**src/rtl/score_display_driver_if.sv**
```systemverilog
// Score display bus: binary score in, multiplexed 7-segment drive and
// BCD status out.
//   value_i     : binary score from the counter (BW bits)
//   seg_o       : segments {g,f,e,d,c,b,a}, active high
//   digit_sel_o : one-hot digit enable, 2'b01 = ones, 2'b10 = tens
//   tens_o      : BCD tens digit of the last completed conversion
//   ones_o      : BCD ones digit of the last completed conversion
//   busy_o      : conversion in progress
interface score_display_driver_if #(
    parameter int unsigned BW = 7
);
    logic [BW-1:0] value_i;
    logic [6:0]    seg_o;
    logic [1:0]    digit_sel_o;
    logic [3:0]    tens_o;
    logic [3:0]    ones_o;
    logic          busy_o;

    // Display driver side
    modport slave (
        input  value_i,
        output seg_o, digit_sel_o, tens_o, ones_o, busy_o
    );

    // Score source / observer side
    modport master (
        output value_i,
        input  seg_o, digit_sel_o, tens_o, ones_o, busy_o
    );
endinterface

```
**src/rtl/score_display_driver.sv**
```systemverilog
// Converts a 0-99 binary score to two BCD digits with a sequential
// double-dabble engine and time-multiplexes them onto one 7-segment bus.
// The displayed digits only change when a conversion completes.
//   clk_i : clock, all state on posedge
//   rst_i : asynchronous active-high reset
//   bus   : score_display_driver_if slave (value_i in; seg_o, digit_sel_o,
//           tens_o, ones_o, busy_o out, all registered)
module score_display_driver #(
    parameter int unsigned BW          = 7,
    parameter int unsigned REFRESH_DIV = 1000,
    parameter bit          LZ_BLANK    = 1'b1
) (
    input  logic                   clk_i,
    input  logic                   rst_i,
    score_display_driver_if.slave  bus
);
    localparam int unsigned MAX_VAL = 99;
    localparam int unsigned CW      = (REFRESH_DIV > 1) ? $clog2(REFRESH_DIV) : 1;
    localparam int unsigned ITW     = $clog2(BW);

    typedef enum logic [1:0] {S_IDLE, S_SHIFT, S_DONE} state_t;

    state_t         state_q, state_d;
    logic [BW-1:0]  last_q, last_d;
    logic [BW-1:0]  bin_q, bin_d;
    logic [7:0]     bcd_q, bcd_d;
    logic [7:0]     adj;
    logic [ITW-1:0] iter_q, iter_d;
    logic [3:0]     tens_q, tens_d;
    logic [3:0]     ones_q, ones_d;
    logic           busy_q, busy_d;
    logic [CW-1:0]  ref_q, ref_d;
    logic [1:0]     sel_q, sel_d;
    logic [6:0]     seg_q, seg_d;
    logic [BW-1:0]  clamped;
    logic           wrap;

    function automatic logic [6:0] seg_enc(input logic [3:0] d);
        case (d)
            4'd0:    seg_enc = 7'b0111111;
            4'd1:    seg_enc = 7'b0000110;
            4'd2:    seg_enc = 7'b1011011;
            4'd3:    seg_enc = 7'b1001111;
            4'd4:    seg_enc = 7'b1100110;
            4'd5:    seg_enc = 7'b1101101;
            4'd6:    seg_enc = 7'b1111101;
            4'd7:    seg_enc = 7'b0000111;
            4'd8:    seg_enc = 7'b1111111;
            4'd9:    seg_enc = 7'b1101111;
            default: seg_enc = 7'b0000000;
        endcase
    endfunction

    // State register
    always_ff @(posedge clk_i or posedge rst_i) begin
        if (rst_i) state_q <= S_IDLE;
        else       state_q <= state_d;
    end

    // Next state, conversion datapath and display multiplexing
    always_comb begin
        state_d = state_q;
        last_d  = last_q;
        bin_d   = bin_q;
        bcd_d   = bcd_q;
        iter_d  = iter_q;
        tens_d  = tens_q;
        ones_d  = ones_q;

        clamped = (bus.value_i > BW'(MAX_VAL)) ? BW'(MAX_VAL) : bus.value_i;

        // Add-3 correction applied before each shift
        adj = bcd_q;
        if (adj[3:0] >= 4'd5) adj[3:0] = adj[3:0] + 4'd3;
        if (adj[7:4] >= 4'd5) adj[7:4] = adj[7:4] + 4'd3;

        case (state_q)
            S_IDLE: begin
                if (clamped != last_q) begin
                    bin_d   = clamped;
                    bcd_d   = 8'd0;
                    last_d  = clamped;
                    iter_d  = '0;
                    state_d = S_SHIFT;
                end
            end
            S_SHIFT: begin
                bcd_d  = 8'({adj, bin_q[BW-1]});
                bin_d  = BW'({bin_q, 1'b0});
                iter_d = iter_q + ITW'(1);
                if (iter_q == ITW'(BW - 1)) state_d = S_DONE;
            end
            S_DONE: begin
                tens_d  = bcd_q[7:4];
                ones_d  = bcd_q[3:0];
                state_d = S_IDLE;
            end
            default: state_d = S_IDLE;
        endcase

        busy_d = (state_d != S_IDLE);

        // Refresh divider; digit toggles on the wrap cycle
        wrap  = (ref_q == CW'(REFRESH_DIV - 1));
        ref_d = wrap ? '0 : ref_q + CW'(1);
        sel_d = wrap ? {sel_q[0], sel_q[1]} : sel_q;

        // Segments follow the digit being selected on this same edge
        if (sel_d[1]) seg_d = (LZ_BLANK && (tens_q == 4'd0)) ? 7'b0000000 : seg_enc(tens_q);
        else          seg_d = seg_enc(ones_q);
    end

    // Datapath and output registers
    always_ff @(posedge clk_i or posedge rst_i) begin
        if (rst_i) begin
            last_q <= '0;
            bin_q  <= '0;
            bcd_q  <= 8'd0;
            iter_q <= '0;
            tens_q <= 4'd0;
            ones_q <= 4'd0;
            busy_q <= 1'b0;
            ref_q  <= '0;
            sel_q  <= 2'b01;
            seg_q  <= 7'b0111111;
        end else begin
            last_q <= last_d;
            bin_q  <= bin_d;
            bcd_q  <= bcd_d;
            iter_q <= iter_d;
            tens_q <= tens_d;
            ones_q <= ones_d;
            busy_q <= busy_d;
            ref_q  <= ref_d;
            sel_q  <= sel_d;
            seg_q  <= seg_d;
        end
    end

    assign bus.seg_o       = seg_q;
    assign bus.digit_sel_o = sel_q;
    assign bus.tens_o      = tens_q;
    assign bus.ones_o      = ones_q;
    assign bus.busy_o      = busy_q;
endmodule

```
**src/flat_wrapper.sv**
```systemverilog
// flat-port wrapper written by rule: the top's interface ports become plain ports
module score_display_driver_flat 
#(
    parameter int unsigned BW          = 7,
    parameter int unsigned REFRESH_DIV = 1000,
    parameter bit          LZ_BLANK    = 1'b1
)
  (clk_i, rst_i, bus_value_i, bus_seg_o, bus_digit_sel_o, bus_tens_o, bus_ones_o, bus_busy_o);
  score_display_driver_if #(.BW(BW)) bus_i ();
  input  logic clk_i;
  input  logic rst_i;
  input wire logic [$bits(bus_i.value_i)-1:0] bus_value_i;
  output wire logic [$bits(bus_i.seg_o)-1:0] bus_seg_o;
  output wire logic [$bits(bus_i.digit_sel_o)-1:0] bus_digit_sel_o;
  output wire logic [$bits(bus_i.tens_o)-1:0] bus_tens_o;
  output wire logic [$bits(bus_i.ones_o)-1:0] bus_ones_o;
  output wire logic [$bits(bus_i.busy_o)-1:0] bus_busy_o;
  assign bus_i.value_i = bus_value_i;
  assign bus_seg_o = bus_i.seg_o;
  assign bus_digit_sel_o = bus_i.digit_sel_o;
  assign bus_tens_o = bus_i.tens_o;
  assign bus_ones_o = bus_i.ones_o;
  assign bus_busy_o = bus_i.busy_o;
  score_display_driver #(.BW(BW), .REFRESH_DIV(REFRESH_DIV), .LZ_BLANK(LZ_BLANK)) u_core (.clk_i(clk_i), .rst_i(rst_i), .bus(bus_i));
endmodule
```
**config.mk**
```make
export PLATFORM = sky130hd
export DESIGN_NAME = score_display_driver_flat
export DESIGN_NICKNAME = d
export VERILOG_FILES = /design/src/rtl/score_display_driver_if.sv /design/src/rtl/score_display_driver.sv /design/src/flat_wrapper.sv
export SDC_FILE = /design/constraint.sdc
export NUM_CORES = 1
export LEC_CHECK = 0
export BUFFER_PORTS_ARGS = -buffer_cell sky130_fd_sc_hd__buf_4
export CAP_MARGIN = 10
export CORE_UTILIZATION = 55
export CTS_BUF_LIST = sky130_fd_sc_hd__clkbuf_4
export DETAILED_ROUTE_END_ITERATION = 12
export HOLD_SLACK_MARGIN = 0.05
export PLACE_DENSITY = 0.74
export SLEW_MARGIN = 25
export SYNTH_ARGS = -nofsm -noshare
export SYNTH_HDL_FRONTEND = slang
export SYNTH_SLANG_ARGS = --single-unit
```
**constraint.sdc**
```tcl
create_clock -name clk_i -period 3.23 [get_ports clk_i]
set_input_delay 0.646 -clock clk_i [delete_from_list [all_inputs] [get_ports clk_i]]
set_output_delay 0.646 -clock clk_i [all_outputs]
set_load 0.01 [all_outputs]
```
# [Word-level counts from Yosys, hierarchy flattened]
# Memories as Yosys holds them, arrays and structs flattened.
# Index checks and enable logic that the tools add are counted.
[word_totals] register_bits=55 rom_bits=224 word_cells=49 n_memories=2
[classes] n_addsub=4 n_lt_le_gt_ge=3 eq_ne=6 muxes=16 n_reduce_logical=6
[memory_table] memory="(name not given)" depth=16 word_bits=7 rd=1 rd_clocked_by_memory_dff=0 write_ports=0 line_no="score_display_driver.sv:39" rtl="case (d)"
[memory_table] memory="(name not given)" depth=16 word_bits=7 rd=1 rd_clocked_by_memory_dff=0 write_ports=0 line_no="score_display_driver.sv:39"
[ops] operator="2-to-1 mux 7 bit" count=4
[ops] operator="one-hot mux 8 bit (2 select lines)" count=1
[ops] operator="one-hot mux 7 bit (2 select lines)" count=1
[ops] operator="adder 10 x 1 -> 10 bit (second input constant)" count=1
[ops] operator="== test 10 bit (second input constant)" count=1
[ops] operator="2-to-1 mux 10 bit" count=1
[ops] operator=">= comparator 4 x 3 -> 1 bit (second input constant)" count=2
[ops] operator="2-to-1 mux 8 bit" count=1
[ops] operator="> comparator 7 bit (second input constant)" count=1
[ops] operator="inequality test 7 bit" count=1
[ops] operator="2-to-1 mux 2 bit" count=3
[ops] operator="2-to-1 mux 3 bit" count=2
[ops] operator="one-hot mux 3 bit (2 select lines)" count=1
[ops] operator="adder 4 x 2 -> 4 bit (second input constant)" count=1
[ops] operator="zero test 4 bit" count=1
[ops] operator="2-to-1 mux 4 bit" count=1
[ops] operator="one-hot mux 2 bit (2 select lines)" count=1
[ops] operator="AND reduction 2 bit" count=2
[ops] operator="nonzero test 2 bit" count=2
[ops] operator="adder 3 x 1 -> 3 bit (second input constant)" count=1
[ops] operator="adder 3 x 2 -> 3 bit (second input constant)" count=1
[ops] operator="== test 3 bit (second input constant)" count=1
[ops] operator="== test 2 x 1 -> 1 bit (second input constant)" count=1
[ops] operator="== test 2 bit (second input constant)" count=1
[ops] operator="2 further kinds" count=2

# [Depth between registers and ports, before layout]
[logic_depth] depth_word=6 mapped_depth=8

# [Least setup slack after synthesis]
# No wires, ideal clock.
[synth_path] path_kind="in2reg" startpoint="input bus_value_i[6]" endpoint="register u_core.busy_q, in the netlist u_core.bus.busy_o" setup_time_ns=0.119 t_arrival_ns=2.179 setup_slack_ns=0.932 stages=8 path_cell_list="buf_6 and4bb_1 a22oi_1 and3_4 buf_6 or4_4 buf_6 and2_1"
[synth_between] elab_chain_len=6
[synth_rtl] item="start: declaration" line_no="flat_wrapper.sv:12" rtl="input wire logic [$bits(bus_i.value_i)-1:0] bus_value_i;"
[synth_rtl] item="> comparator 7 bit" line_no="score_display_driver.sv:70" rtl="clamped = (bus.value_i > BW'(MAX_VAL)) ? BW'(MAX_VAL) : bus.value_i;"
[synth_rtl] item="2-to-1 mux 7 bit *" line_no="score_display_driver.sv:70"
[synth_rtl] item="inequality test 7 bit *" line_no="score_display_driver.sv:79" rtl="if (clamped != last_q) begin"
[synth_rtl] item="2-to-1 mux 2 bit *" line_no="score_display_driver.sv:79"
[synth_rtl] item="one-hot mux 2 bit (2 select lines) *" line_no="score_display_driver.sv:77" rtl="case (state_q)"
[synth_rtl] item="nonzero test 2 bit *" line_no="score_display_driver.sv:101" rtl="busy_d = (state_d != S_IDLE);"
[synth_rtl] item="net u_core.busy_d" line_no="score_display_driver.sv:31" rtl="logic busy_q, busy_d;"
[synth_rtl] item="end signal: assignment" line_no="score_display_driver.sv:133" rtl="busy_q <= busy_d;"
[synth_rtl] item="end: declaration" line_no="score_display_driver.sv:31"
# Mark *: on every way through the listed nets, which the timed path passes. The rest lies on a longest branch.
# A chain may end at the register's enable or synchronous reset.

# [Final worst setup path]
[layout_path] startpoint="input bus_value_i[2]" endpoint="register u_core.last_q[3]"
[layout_between] elab_chain_len=4
[layout_rtl] item="> comparator 7 bit" line_no="score_display_driver.sv:70"
[layout_rtl] item="2-to-1 mux 7 bit *" line_no="score_display_driver.sv:70"
[layout_rtl] item="inequality test 7 bit" line_no="score_display_driver.sv:79"
[layout_rtl] item="AND reduction 2 bit (no line)"
[layout_rtl] item="end signal: assignment" line_no="score_display_driver.sv:127" rtl="last_q <= last_d;"
[layout_rtl] item="end: declaration" line_no="score_display_driver.sv:24" rtl="logic [BW-1:0] last_q, last_d;"
# Mark *: on every way between the ends. The rest lies on a longest branch, timed or not.

==> summary.txt <==
Outcome
  – Status: finished clean

Die
  – Core box area: approximately 0.0056 mm2
  – Initial Utilization: 0.5760
  – Die X: 78.40 um
  – Num rows: 27
  – DIE HEIGHT: 78.40 um
  – IO Pins: 27
  – Die area: 0.006147 mm2

Logic synthesis
  – YS warnings: 0
  – Synth Area per Inst: between 9 and 10 um2
  – Top cell type's share of synthesized area: 0.3741
  – Syn Inst Count: 337
  – Yosys reg bits: 55
  – Async SR Flop Fraction: 1.000
  – Mapped Nets: 364
  – Yosys cell types: 59
  – Synth Flop Type: dfrtp_1
  – Sequential fraction of the synthesis area: 0.4314
  – EDFF count, synth: 0
  – Synth Cell Area: 0.003211 mm2
  – Top post-synthesis cells by area: dfrtp_1 (37%), ha_1 (7.0%), dfstp_2 (5.7%)
  – Leading area contributor after synthesis: dfrtp_1

Placement
  – Post-place setup slack: 0.5351 ns
  – GP Congestion: roughly 0.87
  – I/O Buffers: 26
  – Area post-placement: around 0.0034 mm2
  – Post-DP HPWL: 4427 um

STA
  – Slew @ Worst Pin: 0.9350 ns
  – PnR worst setup slack: 0.9331 ns
  – Fin crit period: 2.297 ns
  – Max-slew headroom: 0.3754
  – Final period util: 0.7111
  – Slew Limit Fails: 0
  – Setup Viol. Count Final: 0
  – Clock Skews: between 0.02 and 0.025 ns
  – F_max: 435.4 MHz
  – Setup_tns: 0 ns
  – Unrepaired setup endpoints after global routing: no
  – Hold Fails Final Rpt: 0

Drt
  – Average routed wire per standard cell: 13.98 um
  – Routed Antenna Nets: 0
  – Initial DRC count: roughly 100
  – Via count: between 2,000 and 2,500
  – DRC Markers: 0
  – DR pass1 iterations: 4
  – Vias per cell: approximately 5.7
  – Total Wirelength: 6055 um

Pwr
  – Sequential power share: 0.432
  – Net Sw Power: 1.147 mW
  – Logic pwr share: 0.454
  – Power Density: 780.7 mW/mm2
  – Cell-internal power: 1.589 mW
  – VDD IR max: 0.3989 mV
  – Clock share of power: 0.114
  – Power Total: 2.736 mW
  – Leakage dissipation: between 1.5 and 2 nW
  – Sw frac: 0.4193

Clock tree
  – CTS tree: built
  – Num CTS Buffers: 5
  – # Post-CTS Setup Buffers: 0
  – Worst-skew pair later-pin latency: 0.38 ns
  – CTS max path bufs: 2
  – Clock-pin slew of the registers on the worst-case setup and hold paths: 0.17 ns
  – Htree depth: 2
  – CTS Hold Buffers Added: 0
  – Post-CTS Resized: 0
  – Clock sink total: between 50 and 60
  – CTS Root Cell: clkbuf_4

Critical path
  – Crit-path max FO: 10
  – Critical Path AT: 2.58 ns
  – Critical Path RT: about 3.5 ns
  – Crit path launch type: primary input
  – Worst setup path category: primary input to flip-flop
  – Worst setup EP type: flip-flop

Cells and area
  – Final Net Count: around 390
  – P&R area growth vs syn: 9.158%
  – Fill cells: 501
  – Final instance area: 0.003505 mm2
  – Layout cell share with drive strength beyond 1: 0.1801
  – Antenna cells: 0
  – FF+latch area: 0.001385 mm2
  – Multi-input logic area: 0.001635 mm2

Global route
  – First-pass GRT wire length: 10,220 um
  – Initial antenna violation count: 0
  – Total track usage: 0.2119
  – Largest net degree at the start of global routing: 24
  – Vias in the first global route: 2,187
  – Grt ovf: 0

Flow run
  – Max-cap violations: 0

Min path
  – Hold WC Path Type: primary input to asynchronous set/reset pin
## cell usage in the layout, fill, tap and decap left out, drive strengths merged, types with 3 or more instances in the layout
cell type  instances
a21oi             24
dfstp              7
inv               28
nor4               3
o21ai             15
clkbuf             5
and2               4
nand2             38
dfrtp             48
mux2               6
a21boi             3
mux2i              3
xor2               5
nand3              6
nor2              28
nor2b              3
nor3               9
a211oi             7
a21o               3
a31oi              6
a22oi              5
o22ai              4
o311ai             3
ha                18
buf               31
nand2b             8
xnor2              6
## layer usage
metal	part of all wire	GRT usage	vias to the layer above
met4	0.0096	0.05556	0
met5	0	0	-
li1	-	-	1236
met3	0.044	0.04419	6
met2	0.46	0.3298	64
met1	0.49	0.3010	1164
## cells by family (layout without fill, tap and decap cells)
| group | count (synthesis) | after routing | share of synthesized area |
|---|---|---|---|
| simple gates | 112 | 112 | 0.1758 |
| fa+ha+maj | 18 | 18 | 0.07015 |
| compound gates | 90 | 90 | 0.2007 |
| flops | 55 | 55 | 0.4314 |
| buf+inv | 42 | 66 | 0.05924 |
| mux | 9 | 9 | 0.03040 |
| xor+xnor | 11 | 11 | 0.03235 |
## worst max-delay path: stages
cell and delay [ns]:
buf_4 0.14, o311ai_2 0.39, a21boi_0 0.18, o22a_1 0.27, a31oi_2 0.37, buf_4 0.24, mux2_2 0.34
## state kept, by name (all words and copies together) (netlist names)
| signal | count |
|---|---|
| u_core.bus.tens_o | 4 |
| u_core.bus.digit_sel_o | 2 |
| u_core.iter_q | 3 |
| u_core.bus.seg_o | 7 |
| u_core.bin_q | 7 |
| u_core.state_q | 2 |
| u_core.last_q | 7 |
| u_core.bcd_q | 8 |
| u_core.ref_q | 10 |
| u_core.bus.ones_o | 4 |
| u_core.bus.busy_o | 1 |
## power groups by stage
| stage | registers (mW) | logic (mW) | clock network [mW] |
|---|---|---|---|
| 3_5_place_dp | 1.19 | 1.24 | 0 |
| 5_1_grt | 1.22 | 1.41 | 0.354 |
| 6_report | 1.18 | 1.24 | 0.311 |
| 4_1_cts | 1.18 | 1.25 | 0.328 |
| 3_3_place_gp | 1.18 | 1.22 | 0 |
| 2_1_floorplan | 1.13 | 0.965 | 0 |
## per-stage QoR
stage,cells,utilization,hold slack [ns]
6_report,433,0.6287,0.2513
5_1_grt,433,0.6287,0.2604
4_1_cts,433,0.6287,0.2524
3_5_place_dp,425,0.6180,0.4540
3_3_place_gp,425,0.6180,0.4473
2_1_floorplan,337,-,0.4329
## path summary, 6_finish.rpt
| check | from | endpoint | slack, ns | depth (start not counted) |
|---|---|---|---|---|
| setup / recovery | bus_value_i[2] | u_core.last_q[3]$_DFFE_PP0P_ | 0.93 | 7 |
| max in group asynchronous | rst_i | u_core.bcd_q[4]$_DFFE_PP0P_ | 2.32 | 3 |
| hold reg to reg | u_core.ref_q[0]$_DFF_PP0_ | u_core.ref_q[0]$_DFF_PP0_ | 0.47 | 1 |
| hold / removal | rst_i | u_core.ref_q[7]$_DFF_PP0_ | 0.25 | 2 |
| min in group clk_i | u_core.ref_q[0]$_DFF_PP0_ | u_core.ref_q[0]$_DFF_PP0_ | 0.47 | 1 |
| setup reg to reg | u_core.ref_q[3]$_DFF_PP0_ | u_core.bus.seg_o[2]$_DFF_PP1_ | 1.01 | 6 |
## Yosys cell counts, types with 6 or more instances
library cell and number:
nand3_1 6, nand2b_1 8, o21ai_0 15, clkbuf_1 9
mux2_2 6, ha_1 18, dfrtp_1 48, nand2_1 38
a211oi_1 7, a21oi_1 24, nor2_1 28, nor3_1 9
dfstp_2 7, inv_1 27
## final cells by class
class,instances,share of cell area
Clock inverter,3,0.006426
Sequential cell,55,0.3952
Clock buffer,5,0.01071
Timing Repair Buffer,31,0.06640
Tap cell,72,0.02571
Multi-Input combinational cell,240,0.4666
Inverter,27,0.02892
(Power assumes the default switching activity.)
